**src/rtl/dmem_port_arbiter_pkg.sv**
```systemverilog
// Shared types and constants for the data-memory port arbiter and its helpers.
package dmem_port_arbiter_pkg;

   localparam int DMEM_ADDR_WIDTH = 32;
   localparam int DMEM_DATA_WIDTH = 32;
   localparam int DMEM_BE_WIDTH   = DMEM_DATA_WIDTH / 8;
   localparam int DMEM_WAIT_WIDTH = 4;

   localparam logic [DMEM_BE_WIDTH-1:0] DMEM_BE_ALL = '1;

   typedef struct packed {
      logic                       we;
      logic [DMEM_ADDR_WIDTH-1:0] addr;
      logic [DMEM_DATA_WIDTH-1:0] wdata;
      logic [DMEM_BE_WIDTH-1:0]   be;
   } dmem_req_t;

   typedef enum logic {
      OWNER_P0 = 1'b0,
      OWNER_P1 = 1'b1
   } dmem_owner_e;

endpackage

```
**src/rtl/dmem_starve_counter.sv**
```systemverilog
// Saturating starvation counter: counts consecutive cycles a low-priority
// requester is valid but not granted, and raises force_grant once it has
// waited max_wait cycles so the arbiter hands it the port.
module dmem_starve_counter
   import dmem_port_arbiter_pkg::*;
#(
   parameter int MAX_WAIT = 4
) (
   input  logic clk,
   input  logic rst,
   input  logic req_valid,
   input  logic granted,
   output logic force_grant
);

   logic [DMEM_WAIT_WIDTH-1:0] wait_cnt;

   // Force is only meaningful while the requester is still asking.
   assign force_grant = (wait_cnt == DMEM_WAIT_WIDTH'(MAX_WAIT)) && req_valid;

   // Count denied cycles, saturate at the limit, restart on grant or idle.
   always_ff @(posedge clk or negedge rst) begin
      if (!rst) begin
         wait_cnt <= '0;
      end else if (!req_valid || granted) begin
         wait_cnt <= '0;
      end else if (wait_cnt != DMEM_WAIT_WIDTH'(MAX_WAIT)) begin
         wait_cnt <= wait_cnt + DMEM_WAIT_WIDTH'(1);
      end
   end

endmodule

```
**src/rtl/dmem_port_arbiter.sv**
```systemverilog
// Two-port arbiter in front of the single-port data SRAM. The memory stage
// (P0) has fixed priority; the debug/DMA loader (P1) is protected from
// starvation by a forced grant. Read data comes back one cycle later and is
// steered to whichever port issued the access.
module dmem_port_arbiter
   import dmem_port_arbiter_pkg::*;
#(
   parameter int ADDR_WIDTH = DMEM_ADDR_WIDTH,
   parameter int DATA_WIDTH = DMEM_DATA_WIDTH,
   parameter int BE_WIDTH   = DATA_WIDTH / 8,
   parameter int MAX_WAIT   = 4
) (
   input  logic                  clk,
   input  logic                  rst,

   input  logic                  p0_req_valid,
   output logic                  p0_req_ready,
   input  logic                  p0_req_we,
   input  logic [ADDR_WIDTH-1:0] p0_req_addr,
   input  logic [DATA_WIDTH-1:0] p0_req_wdata,
   input  logic [BE_WIDTH-1:0]   p0_req_be,
   output logic                  p0_rsp_valid,
   output logic [DATA_WIDTH-1:0] p0_rsp_rdata,

   input  logic                  p1_req_valid,
   output logic                  p1_req_ready,
   input  logic                  p1_req_we,
   input  logic [ADDR_WIDTH-1:0] p1_req_addr,
   input  logic [DATA_WIDTH-1:0] p1_req_wdata,
   input  logic [BE_WIDTH-1:0]   p1_req_be,
   output logic                  p1_rsp_valid,
   output logic [DATA_WIDTH-1:0] p1_rsp_rdata,

   output logic                  sram_enable,
   output logic                  sram_write_enable,
   output logic [ADDR_WIDTH-1:0] sram_address,
   output logic [DATA_WIDTH-1:0] sram_write_data,
   output logic [BE_WIDTH-1:0]   sram_byte_enable,
   input  logic [DATA_WIDTH-1:0] sram_read_data
);

   logic        force_p1;
   logic        grant_p0;
   logic        grant_p1;
   dmem_req_t   sel_req;
   logic        rsp_vld_q;
   logic        rsp_we_q;
   dmem_owner_e rsp_owner_q;

   dmem_starve_counter #(
      .MAX_WAIT (MAX_WAIT)
   ) u_starve (
      .clk         (clk),
      .rst         (rst),
      .req_valid   (p1_req_valid),
      .granted     (grant_p1),
      .force_grant (force_p1)
   );

   // Grant decision; nothing is granted while reset is held so the readies
   // and the SRAM strobe stay low during reset.
   always_comb begin
      grant_p1 = 1'b0;
      grant_p0 = 1'b0;
      if (rst) begin
         if (force_p1 || (p1_req_valid && !p0_req_valid)) begin
            grant_p1 = 1'b1;
         end else if (p0_req_valid) begin
            grant_p0 = 1'b1;
         end
      end
   end

   assign p0_req_ready = grant_p0;
   assign p1_req_ready = grant_p1;

   // Route the winning port's fields to the SRAM untouched; idle drives a
   // quiet bus with all byte lanes enabled.
   always_comb begin
      sel_req.we    = 1'b0;
      sel_req.addr  = '0;
      sel_req.wdata = '0;
      sel_req.be    = DMEM_BE_ALL;
      if (grant_p1) begin
         sel_req.we    = p1_req_we;
         sel_req.addr  = p1_req_addr;
         sel_req.wdata = p1_req_wdata;
         sel_req.be    = p1_req_be;
      end else if (grant_p0) begin
         sel_req.we    = p0_req_we;
         sel_req.addr  = p0_req_addr;
         sel_req.wdata = p0_req_wdata;
         sel_req.be    = p0_req_be;
      end
   end

   assign sram_enable       = grant_p0 || grant_p1;
   assign sram_write_enable = sel_req.we;
   assign sram_address      = sel_req.addr;
   assign sram_write_data   = sel_req.wdata;
   assign sram_byte_enable  = sel_req.be;

   // Remember who issued this cycle's access so next cycle's read data can
   // be returned to the right port; reset drops any pending response.
   always_ff @(posedge clk or negedge rst) begin
      if (!rst) begin
         rsp_vld_q   <= 1'b0;
         rsp_we_q    <= 1'b0;
         rsp_owner_q <= OWNER_P0;
      end else begin
         rsp_vld_q   <= sram_enable;
         rsp_we_q    <= sel_req.we;
         rsp_owner_q <= grant_p1 ? OWNER_P1 : OWNER_P0;
      end
   end

   // Response steering: only the owner sees valid, and only reads carry data.
   always_comb begin
      p0_rsp_valid = rsp_vld_q && (rsp_owner_q == OWNER_P0);
      p1_rsp_valid = rsp_vld_q && (rsp_owner_q == OWNER_P1);
      p0_rsp_rdata = '0;
      p1_rsp_rdata = '0;
      if (p0_rsp_valid && !rsp_we_q) begin
         p0_rsp_rdata = sram_read_data;
      end
      if (p1_rsp_valid && !rsp_we_q) begin
         p1_rsp_rdata = sram_read_data;
      end
   end

endmodule

```
**config.mk**
```make
export PLATFORM = sky130hd
export DESIGN_NAME = dmem_port_arbiter
export DESIGN_NICKNAME = d
export VERILOG_FILES = /design/src/rtl/dmem_port_arbiter_pkg.sv /design/src/rtl/dmem_starve_counter.sv /design/src/rtl/dmem_port_arbiter.sv
export SDC_FILE = /design/constraint.sdc
export NUM_CORES = 1
export LEC_CHECK = 0
export CORE_AREA = 2 2 122 124
export DETAILED_ROUTE_END_ITERATION = 8
export DIE_AREA = 0 0 124 126
export GPL_TIMING_DRIVEN = 0
export PLACE_DENSITY = 0.59
export SKIP_LAST_GASP = 1
export SLEW_MARGIN = 20
export SYNTH_ARGS = -nofsm -noshare
export SYNTH_HDL_FRONTEND = slang
export SYNTH_SLANG_ARGS = --single-unit
```
**constraint.sdc**
```tcl
create_clock -name clk -period 2.7 [get_ports clk]
set_input_delay 0.27 -clock clk [delete_from_list [all_inputs] [get_ports clk]]
set_output_delay 0.27 -clock clk [all_outputs]
set_load 0.005 [all_outputs]
```
==> tab_implementation.tex <==
\begin{tabular}{lr}
\hline
Metric & Value \\
\hline
\multicolumn{2}{l}{\textbf{Synth}} \\
\quad Gate Count Post-Synth & $\sim$190 \\
\quad Count of synthesis-stage warnings from yosys & 0 \\
\quad Async set-or-reset flop fraction in the synthesized netlist & 1.000 \\
\quad Post-synthesis cell type with the largest combined area & sky130\_fd\_sc\_hd\_\_a22o\_1 \\
\quad Fraction of the yosys area taken by sequential cells & 0.1133 \\
\quad Dominant synthesized flop cell & sky130\_fd\_sc\_hd\_\_dfrtp\_1 \\
\quad Area fraction of the dominant cell type after synthesis & 0.3681 \\
\quad Number of storage elements in the synthesis netlist & 7 \\
\quad Syn nets & around 370 \\
\quad Ranking of synthesized cells by area & sky130\_fd\_sc\_hd\_\_a22o\_1 (37\%), sky130\_fd\_sc\_hd\_\_and2\_1 (27\%), sky130\_fd\_sc\_hd\_\_dfrtp\_1 (11\%) \\
\quad Distinct cell type count after synthesis & 29 \\
\quad Cell Area, Synth & between 1500 and 2000 um\^{}2 \\
\quad Synthesized area per cell & 8.013 um\^{}2 \\
\quad Post-synth EDFFs & 0 \\
\multicolumn{2}{l}{\textbf{Timing}} \\
\quad Setup repair after global routing missed its margin & no \\
\quad Setup Total Neg Slack & 0 ps \\
\quad Endpoints failing setup & 0 \\
\quad Max\_slew headroom & 0.6898 \\
\quad Post-route clock skew & 2.500 ps \\
\quad Crit path setup slack, layout & 124.3 ps \\
\quad Slew of the pin with the lowest slew margin & 465.3 ps \\
\quad Post-route fraction of the period consumed by the critical path & 0.9540 \\
\quad Maximum operating frequency & 388.2 MHz \\
\quad Hold violation count in the final report & 0 \\
\quad Time the final worst path needs with I/O delays and setup & 2576 ps \\
\quad Hold Slack & between 90 and 100 ps \\
\quad Slew Limit Fails & 0 \\
\multicolumn{2}{l}{\textbf{Clock tree}} \\
\quad CTS hold repair buffers & 0 \\
\quad Clock sink total & 7 \\
\quad Clock slew at the register clock pins of the worst setup and hold paths & 40 ps \\
\quad Number of buffers created by CTS & 3 \\
\quad Deepest clock path buffer count & 2 \\
\quad Clock network latency to the later pin of the worst-skew pair & approximately 230 ps \\
\quad H-Tree Level Count & 1 \\
\quad Clock root buffer & sky130\_fd\_sc\_hd\_\_clkbuf\_16 \\
\quad CTS tree & yes \\
\multicolumn{2}{l}{\textbf{Drt}} \\
\quad Pre-antenna DRT Iters & 4 \\
\quad Post-route ant nets & 0 \\
\quad Routed via count divided by cell count & 4.030 \\
\quad Routed via count & 2801 \\
\quad DRC violation total after the first TritonRoute iteration & 33 \\
\quad Routed length per instance & 15.03 um \\
\quad DRC & 0 \\
\quad Routed wire length & 10.45 mm \\
\multicolumn{2}{l}{\textbf{Floorplanning}} \\
\quad Total die area & around 16000 um\^{}2 \\
\quad Row Count & 44 \\
\quad Chip width & 124 um \\
\quad Number of I/O pins & 312 \\
\quad Die Height & $\sim$130 um \\
\quad Starting density of the core & 0.1080 \\
\quad Core ar. & 14310 um\^{}2 \\
\multicolumn{2}{l}{\textbf{Cells and area}} \\
\quad Fraction of final layout cells with drive strength greater than 1 & 0.05284 \\
\quad Area Overhead vs Synth & 224.8\% \\
\quad Count of fill cells added during filler insertion & 1495 \\
\quad Count of nets after finishing & slightly below 700 \\
\quad Diodes inserted & 0 \\
\quad Final instance count without filler cells & around 700 \\
\quad Leading cell types in the layout, fill and taps excluded & sky130\_fd\_sc\_hd\_\_clkdlybuf4s50\_1 (299), sky130\_fd\_sc\_hd\_\_and2\_1 (66), sky130\_fd\_sc\_hd\_\_a22o\_1 (65), sky130\_fd\_sc\_hd\_\_dlygate4sd2\_1 (10), sky130\_fd\_sc\_hd\_\_buf\_6 (9) \\
\quad Most common library cell in the layout ignoring fill and taps & sky130\_fd\_sc\_hd\_\_clkdlybuf4s50\_1 \\
\quad Final cell area excluding filler cells & 5022 um\^{}2 \\
\quad Utilization of the core after routing & 0.3509 \\
\multicolumn{2}{l}{\textbf{Worst setup path}} \\
\quad Critical Path Start Type & flip-flop \\
\quad Worst Path Arrival & approximately 2300 ps \\
\quad Crit end category & output port \\
\quad Worst Path Max Fanout & 10 \\
\quad Req. time, crit path & 2430 ps \\
\quad Kind of critical path & reg -> out \\
\multicolumn{2}{l}{\textbf{Power}} \\
\quad P per Cell Area & 212.5 nW/um\^{}2 \\
\quad Static leakage & 2.018 nW \\
\quad Final Total Pwr & 1.067 mW \\
\quad Maximum VDD drop & 88.60 uV \\
\multicolumn{2}{l}{\textbf{Global route}} \\
\quad Antenna violations before repair & 0 \\
\quad Global-route wire length before repair & about 15 mm \\
\quad Number of global-route vias before repair & 2764 \\
\quad Remaining global-route overflow & 0 \\
\quad Largest net degree at the start of global routing & 14 \\
\quad Aggregate global-route resource usage & 0.1196 \\
\multicolumn{2}{l}{\textbf{Placement}} \\
\quad Placed Cells & 688 \\
\quad I/O Buffers & 311 \\
\quad Post-place instance area & 4890 um\^{}2 \\
\quad HPWL after detailed placement & between 9 and 10 mm \\
\quad Final RePlAce weighted congestion & 0.8191 \\
\quad Worst slack, placed & -225.8 ps \\
\multicolumn{2}{l}{\textbf{Hold path}} \\
\quad Class of the tightest hold or removal check & in -> async \\
\multicolumn{2}{l}{\textbf{Run status}} \\
\quad Result of the run & completed \\
\multicolumn{2}{l}{\textbf{Job}} \\
\quad Max capacitance violation total & 0 \\
\hline
\end{tabular}
power by group:
| group | internal, mW | total [mW] | switching, mW |
|---|---|---|---|
| logic | 0.489 | 0.697 | 0.208 |
| registers | 0.112 | 0.117 | 0.00464 |
| clock network | 0.197 | 0.254 | 0.0572 |
flip-flops by register name, indices dropped and copies added (netlist names):
register           cells
rsp_we_q               1
rsp_vld_q              1
rsp_owner_q            1
u_starve.wait_cnt      4
routing by layer:
metal,routed length (um),vias to the layer above,GRT usage,part of all wire
met5,0,-,0,0
met4,198,0,0.03900,0.019
met3,1016,14,0.02355,0.097
met2,5698,191,0.2431,0.55
met1,3533,1242,0.1163,0.34
li1,-,1354,-,-
Yosys cell counts (2+ instances only):
master / instances
sky130_fd_sc_hd__and2_1: 66
sky130_fd_sc_hd__a22o_1: 65
sky130_fd_sc_hd__clkbuf_1: 7
sky130_fd_sc_hd__dfrtp_1: 7
sky130_fd_sc_hd__buf_4: 5
sky130_fd_sc_hd__buf_6: 5
sky130_fd_sc_hd__inv_1: 4
sky130_fd_sc_hd__o22a_1: 4
sky130_fd_sc_hd__buf_2: 3
sky130_fd_sc_hd__nor3_1: 3
sky130_fd_sc_hd__ha_1: 2
sky130_fd_sc_hd__inv_2: 2
sky130_fd_sc_hd__nand2_1: 2
sky130_fd_sc_hd__nand3b_1: 2
sky130_fd_sc_hd__nor2b_1: 2
repair_timing:
| item | in CTS | in global routing |
|---|---|---|
| gates resized for setup | 15 | 8 |
| endpoints found under the hold margin | 0 | 0 |
| endpoints found under the setup margin | 55 | 34 |
| setup buffers | 2 | 1 |
final cells by class:
type	instances	area, um^2	area share
multi-input combinational	160	1221	0.2431
tap	184	230.2	0.04584
buffer	20	163.9	0.03264
sequential	7	175.2	0.03488
timing repair buffer	314	3128	0.6228
inverter	6	25.02	0.004983
clock buffer	4	78.83	0.01570
worst paths after layout:
path                            slack (ps)                    to                 start  cells after the start
worst max-delay path                   120   sram_write_data[22]  u_starve.wait_cnt[0]                      9
worst min-delay path                    90  u_starve.wait_cnt[0]                   rst                      1
worst max register to register        1080              rsp_we_q  u_starve.wait_cnt[0]                      7
worst min register to register         630  u_starve.wait_cnt[3]  u_starve.wait_cnt[3]                      2
max in group asynchronous             2290             rsp_vld_q                   rst                      1
min in group clk                       630  u_starve.wait_cnt[3]  u_starve.wait_cnt[3]                      2
cell families after synthesis:
family | after synthesis | share of synthesized area
compound gates | 75 | 0.4288
xor+xnor | 1 | 0.005664
fa+ha+maj | 2 | 0.01618
buf+inv | 26 | 0.1019
flops | 7 | 0.1133
mux | 1 | 0.006473
simple gates | 81 | 0.3277
worst max-delay path, cell delays in order (launching register included):
cell	delay (ps)
sky130_fd_sc_hd__dfrtp_1	340
sky130_fd_sc_hd__inv_1	60
sky130_fd_sc_hd__ha_2	200
sky130_fd_sc_hd__and3b_4	210
sky130_fd_sc_hd__a21o_4	250
sky130_fd_sc_hd__inv_4	80
sky130_fd_sc_hd__buf_12	130
sky130_fd_sc_hd__buf_6	130
sky130_fd_sc_hd__a22o_1	150
sky130_fd_sc_hd__clkdlybuf4s50_1	500
No activity file was read; power rests on OpenSTA's default activity.
